$ cat src/rtl/alu_seq_ctrl.sv
// Sequencer that owns a shared ALU and runs one request at a time: single-step ops,
// 1-bit-per-cycle shifts/rotates, and shift-add multiply built from ALU ADD and SL steps.
module alu_seq_ctrl #(
  parameter int unsigned WIDTH = 8
) (
  input  logic             CLK,
  input  logic             RESET,
  input  logic             START,
  input  logic [2:0]       OPCODE,
  input  logic [WIDTH-1:0] OPERAND1,
  input  logic [WIDTH-1:0] OPERAND2,
  output logic [2:0]       ALU_SELECT,
  output logic [WIDTH-1:0] ALU_DATA1,
  output logic [WIDTH-1:0] ALU_DATA2,
  input  logic [WIDTH-1:0] ALU_RESULT,
  output logic             BUSY,
  output logic             DONE,
  output logic [WIDTH-1:0] RESULT,
  output logic             ZERO
);

  localparam int unsigned CW = $clog2(WIDTH + 1);
  localparam int unsigned RW = $clog2(WIDTH);

  localparam logic [2:0] OpFwd  = 3'b000;
  localparam logic [2:0] OpAdd  = 3'b001;
  localparam logic [2:0] OpMult = 3'b100;
  localparam logic [2:0] OpSl   = 3'b101;
  localparam logic [2:0] OpRor  = 3'b111;

  typedef enum logic [2:0] {StIdle, StExec, StMulAdd, StMulShift, StFinish} state_e;

  state_e           state_q, state_d;
  logic [2:0]       op_q, op_d;
  logic [WIDTH-1:0] work_q, work_d;
  logic [WIDTH-1:0] op2_q, op2_d;
  logic [WIDTH-1:0] acc_q, acc_d;
  logic [WIDTH-1:0] mcand_q, mcand_d;
  logic [WIDTH-1:0] mplier_q, mplier_d;
  logic [CW-1:0]    count_q, count_d;
  logic [WIDTH-1:0] result_q, result_d;
  logic             zero_q, zero_d;
  logic             is_shift;

  assign is_shift = op_q[2] && (op_q != OpMult);

  always_comb begin
    state_d    = state_q;
    op_d       = op_q;
    work_d     = work_q;
    op2_d      = op2_q;
    acc_d      = acc_q;
    mcand_d    = mcand_q;
    mplier_d   = mplier_q;
    count_d    = count_q;
    result_d   = result_q;
    zero_d     = zero_q;
    ALU_SELECT = OpFwd;
    ALU_DATA1  = '0;
    ALU_DATA2  = '0;

    unique case (state_q)
      StIdle: begin
        if (START) begin
          op_d     = OPCODE;
          work_d   = OPERAND1;
          op2_d    = OPERAND2;
          acc_d    = '0;
          mcand_d  = OPERAND1;
          mplier_d = OPERAND2;
          // Rotates wrap modulo WIDTH; shifts saturate at WIDTH.
          if (OPCODE == OpRor) begin
            count_d = CW'(OPERAND2[RW-1:0]);
          end else if (OPERAND2 > WIDTH'(WIDTH)) begin
            count_d = CW'(WIDTH);
          end else begin
            count_d = CW'(OPERAND2);
          end
          if (OPCODE == OpMult) begin
            if (OPERAND2 == '0) begin
              state_d  = StFinish;
              result_d = '0;
              zero_d   = 1'b1;
            end else begin
              state_d = OPERAND2[0] ? StMulAdd : StMulShift;
            end
          end else begin
            state_d = StExec;
          end
        end
      end

      StExec: begin
        if (is_shift && (count_q != '0)) begin
          ALU_SELECT = op_q;
          ALU_DATA1  = work_q;
          ALU_DATA2  = WIDTH'(1);
          work_d     = ALU_RESULT;
          count_d    = count_q - CW'(1);
          if (count_q == CW'(1)) begin
            state_d  = StFinish;
            result_d = ALU_RESULT;
            zero_d   = (ALU_RESULT == '0);
          end
        end else begin
          // Zero-count shift is a plain forward of the operand through the ALU.
          ALU_SELECT = is_shift ? OpFwd : op_q;
          ALU_DATA1  = work_q;
          ALU_DATA2  = is_shift ? work_q : op2_q;
          state_d    = StFinish;
          result_d   = ALU_RESULT;
          zero_d     = (ALU_RESULT == '0);
        end
      end

      StMulAdd: begin
        ALU_SELECT = OpAdd;
        ALU_DATA1  = acc_q;
        ALU_DATA2  = mcand_q;
        acc_d      = ALU_RESULT;
        state_d    = StMulShift;
      end

      StMulShift: begin
        ALU_SELECT = OpSl;
        ALU_DATA1  = mcand_q;
        ALU_DATA2  = WIDTH'(1);
        mcand_d    = ALU_RESULT;
        mplier_d   = mplier_q >> 1;
        if (mplier_d == '0) begin
          state_d  = StFinish;
          result_d = acc_q;
          zero_d   = (acc_q == '0);
        end else begin
          state_d = mplier_d[0] ? StMulAdd : StMulShift;
        end
      end

      StFinish: state_d = StIdle;

      default: state_d = StIdle;
    endcase
  end

  always_ff @(posedge CLK) begin
    if (RESET) begin
      state_q  <= StIdle;
      op_q     <= '0;
      work_q   <= '0;
      op2_q    <= '0;
      acc_q    <= '0;
      mcand_q  <= '0;
      mplier_q <= '0;
      count_q  <= '0;
      result_q <= '0;
      zero_q   <= 1'b1;
    end else begin
      state_q  <= state_d;
      op_q     <= op_d;
      work_q   <= work_d;
      op2_q    <= op2_d;
      acc_q    <= acc_d;
      mcand_q  <= mcand_d;
      mplier_q <= mplier_d;
      count_q  <= count_d;
      result_q <= result_d;
      zero_q   <= zero_d;
    end
  end

  assign BUSY   = (state_q != StIdle);
  assign DONE   = (state_q == StFinish);
  assign RESULT = result_q;
  assign ZERO   = zero_q;

endmodule

$ cat config.mk
export PLATFORM = sky130hd
export DESIGN_NAME = alu_seq_ctrl
export DESIGN_NICKNAME = d
export VERILOG_FILES = /design/src/rtl/alu_seq_ctrl.sv
export SDC_FILE = /design/constraint.sdc
export NUM_CORES = 1
export LEC_CHECK = 0
export BUFFER_PORTS_ARGS = -buffer_cell sky130_fd_sc_hd__buf_2
export CORE_ASPECT_RATIO = 1.2
export CORE_MARGIN = 1.5
export CORE_UTILIZATION = 55
export DETAILED_ROUTE_END_ITERATION = 12
export PLACE_DENSITY = 0.86
export REMOVE_ABC_BUFFERS = 1
export SLEW_MARGIN = 10
export SYNTH_ARGS = -nofsm -noshare
export SYNTH_HDL_FRONTEND = slang
export SYNTH_SLANG_ARGS = --single-unit
$ cat constraint.sdc
create_clock -name CLK -period 2.4 [get_ports CLK]
set_input_delay 0.12 -clock CLK [delete_from_list [all_inputs] [get_ports CLK]]
set_output_delay 0.12 -clock CLK [all_outputs]
set_load 0.02 [all_outputs]
==> impl_metrics.toml <==
[sta]
finalHoldViolations = 0
tightest_slew_ns = 0.801
slew_violations = 0
finalSetupTns_ns = 0
period_share = 0.941
fin_skew_ns = 0.00882
grt_setup_unrepaired = "false"
maxSlewHeadroom = 0.466
max_freq_mhz = 443
final-setup-viol-count = 0
period_needed_ns = 2.26

[synthesis]
synth_cells = 431
ys_seq_area_frac = 0.366
synth-edff-count = 0
syn_area_um2 = 3170
async_flop_share = 0
synth-main-ff-cell = "dfxtp_1"
yosysUniqueCellTypes = 48
yosys_register_bits = 58
ys_warn_count = 0
syn_avg_cell_area_um2 = 7.36

[setup_path]
required_ns = 2.28
crit_arrival_ns = 2.14
critPathCaptureType = "primary output"
cp_max_fo = 6
critPathKind = "reg -> out"
worst_setup_path_start_kind = "flip-flop"

[cells_and_area]
n_fill_cell = 485
num_antenna_cells = 0
post-route-util = 0.668
final_cell_mix = "nand2_1 (103), buf_2 (59), dfxtp_1 (57)"
fin_nets = 524
layout_commonest_cell = "nand2_1"
final_cell_count_no_fill = 557
syn2layout_area_growth_pct = 17.8
final_area_um2 = 3740
drive_above_1_share = 0.247

[route]
drt_iter0_markers = 558
vias_per_cell = 6.22
vias = 3466
wl_um = 9150
drc = 0
routedWlPerCell_um = 16.4
dr.pass1.iters = 8
ant_nets = 0

[floorplanning]
initial_core_util = 0.567
die_h_um = 86.2
dieArea_um2 = 6240
ios = 60
die_x_um = 72.3
core_um2 = 5590
rows = 30

[clock_tree]
cts_tree = "done"
cts_root_buffer = "clkbuf_8"
path_clk_slew_ns = 0.06
cts_buffers = 9
h-tree-depth = 3
cts_buffer_depth = 2
worstSkewPairLatency_ns = 0.34
clock-sinks = 58

[flow_run]
cap_violations = 0

[placed_design]
place_congestion = 0.944
place_inst = 543
placement.io_buffers = 59
placed_cell_area_um2 = 3560
hpwl_um = 6600

[pwr]
power_mw = 2.57
leakagePower_nw = 1.57
powerDensity_nw_per_um2 = 689
ir_drop_mv = 0.481

[outcome]
status = "complete, no violations"

[grt]
grt_max_degree = 32
first_global_vias = 3096
gr-total-overflow = 0
grt_pass1_wl_um = 14600
antenna_found_initial = 0
grt_usage = 0.303

[worst_hold_path]
hold_class = "in -> reg"
-- layout make-up --
class,instances,area (um2),share of cell area
Tap cell,64,80.1,0.0214
Inverter,14,52.6,0.0141
Timing Repair Buffer,80,453,0.121
Clock buffer,13,159,0.0425
Sequential cell,58,1160,0.311
Multi-Input combinational cell,328,1830,0.490
-- timing repair --
action                                  4_1_cts  5_1_grt
buffers inserted                              0        1
pin swaps                                     0        2
endpoints found under the setup margin        5        6
hold buffers                                  0        0
hold endpoints to repair                      0        0
gates resized for setup                       2        3
-- metrics by stage --
step | setup WS (ns) | hold WS (ns)
2_1_floorplan | -0.0919 | 0.182
3_3_place_gp | 0.146 | 0.393
3_5_place_dp | 0.0580 | 0.402
4_1_cts | 0.0710 | 0.0474
5_1_grt | 0.0313 | 0.0568
6_report | 0.141 | 0.0481
-- Yosys cell counts, types with 2 or more instances --
master / count / area, um2
o21ai_1: 6 / 30.0
or4_1: 2 / 15.0
mux2_2: 9 / 101
nor2_1: 53 / 199
o31ai_1: 2 / 15.0
a311oi_1: 17 / 149
inv_1: 13 / 48.8
o211ai_1: 2 / 15.0
nor3_1: 5 / 25.0
o21ai_2: 7 / 61.3
and3_1: 2 / 12.5
nor4_1: 6 / 37.5
nor2b_1: 6 / 37.5
nor3b_1: 2 / 15.0
o21ai_0: 10 / 50.1
a21oi_2: 7 / 61.3
nand3_1: 9 / 45.0
a222oi_1: 5 / 50.1
nand2_1: 103 / 387
clkbuf_1: 17 / 63.8
and2_1: 4 / 25.0
mux2i_1: 2 / 20.0
buf_6: 2 / 22.5
a31oi_1: 8 / 50.1
ha_1: 3 / 37.5
a32o_1: 2 / 20.0
buf_2: 6 / 30.0
o22ai_1: 7 / 43.8
dfxtp_1: 58 / 1160
a21oi_1: 34 / 170
buf_1: 5 / 18.8
-- flip-flops by register name, summed over array words and instances, names as in the netlist --
register,count
RESULT,8
acc_q,8
mcand_q,8
op2_q,8
work_q,8
mplier_q,7
count_q,4
op_q,3
state_q,3
ZERO,1
-- worst max-delay path, stage by stage (launching register included) --
cell	delay [ns]
dfxtp_2	0.37
inv_1	0.09
ha_1	0.19
nor3b_4	0.16
o211ai_1	0.21
nor2_2	0.16
a222oi_1	0.37
inv_1	0.09
buf_2	0.17
-- final timing paths --
check	from	endpoint	slack (ns)	cells after the start
setup / recovery	count_q[0]	ALU_DATA2[2]	0.14	8
hold / removal	OPERAND1[6]	mcand_q[6]	0.05	3
setup reg to reg	mplier_q[3]	RESULT[7]	0.25	5
hold reg to reg	op2_q[7]	op2_q[7]	0.45	2
-- cell families (layout without fill, tap and decap cells) --
family | count (synthesis) | after routing | synth area share
simple gates | 199 | 199 | 0.270
flops | 58 | 58 | 0.366
mux | 11 | 11 | 0.0383
compound gates | 115 | 115 | 0.253
fa+ha+maj | 3 | 3 | 0.0118
buf+inv | 45 | 107 | 0.0615
-- per-layer routing --
layer,share of wire,global-route usage
met3,0.075,0.0709
met1,0.40,0.384
met4,0.025,0.132
met2,0.50,0.492
met5,0,0
-- power by group --
group | internal [mW] | switching (mW) | total (mW)
Clock | 0.414 | 0.362 | 0.777
Sequential | 1.05 | 0.0733 | 1.12
Combinational | 0.250 | 0.424 | 0.674
Note: power is estimated with default switching activity, not from simulation.
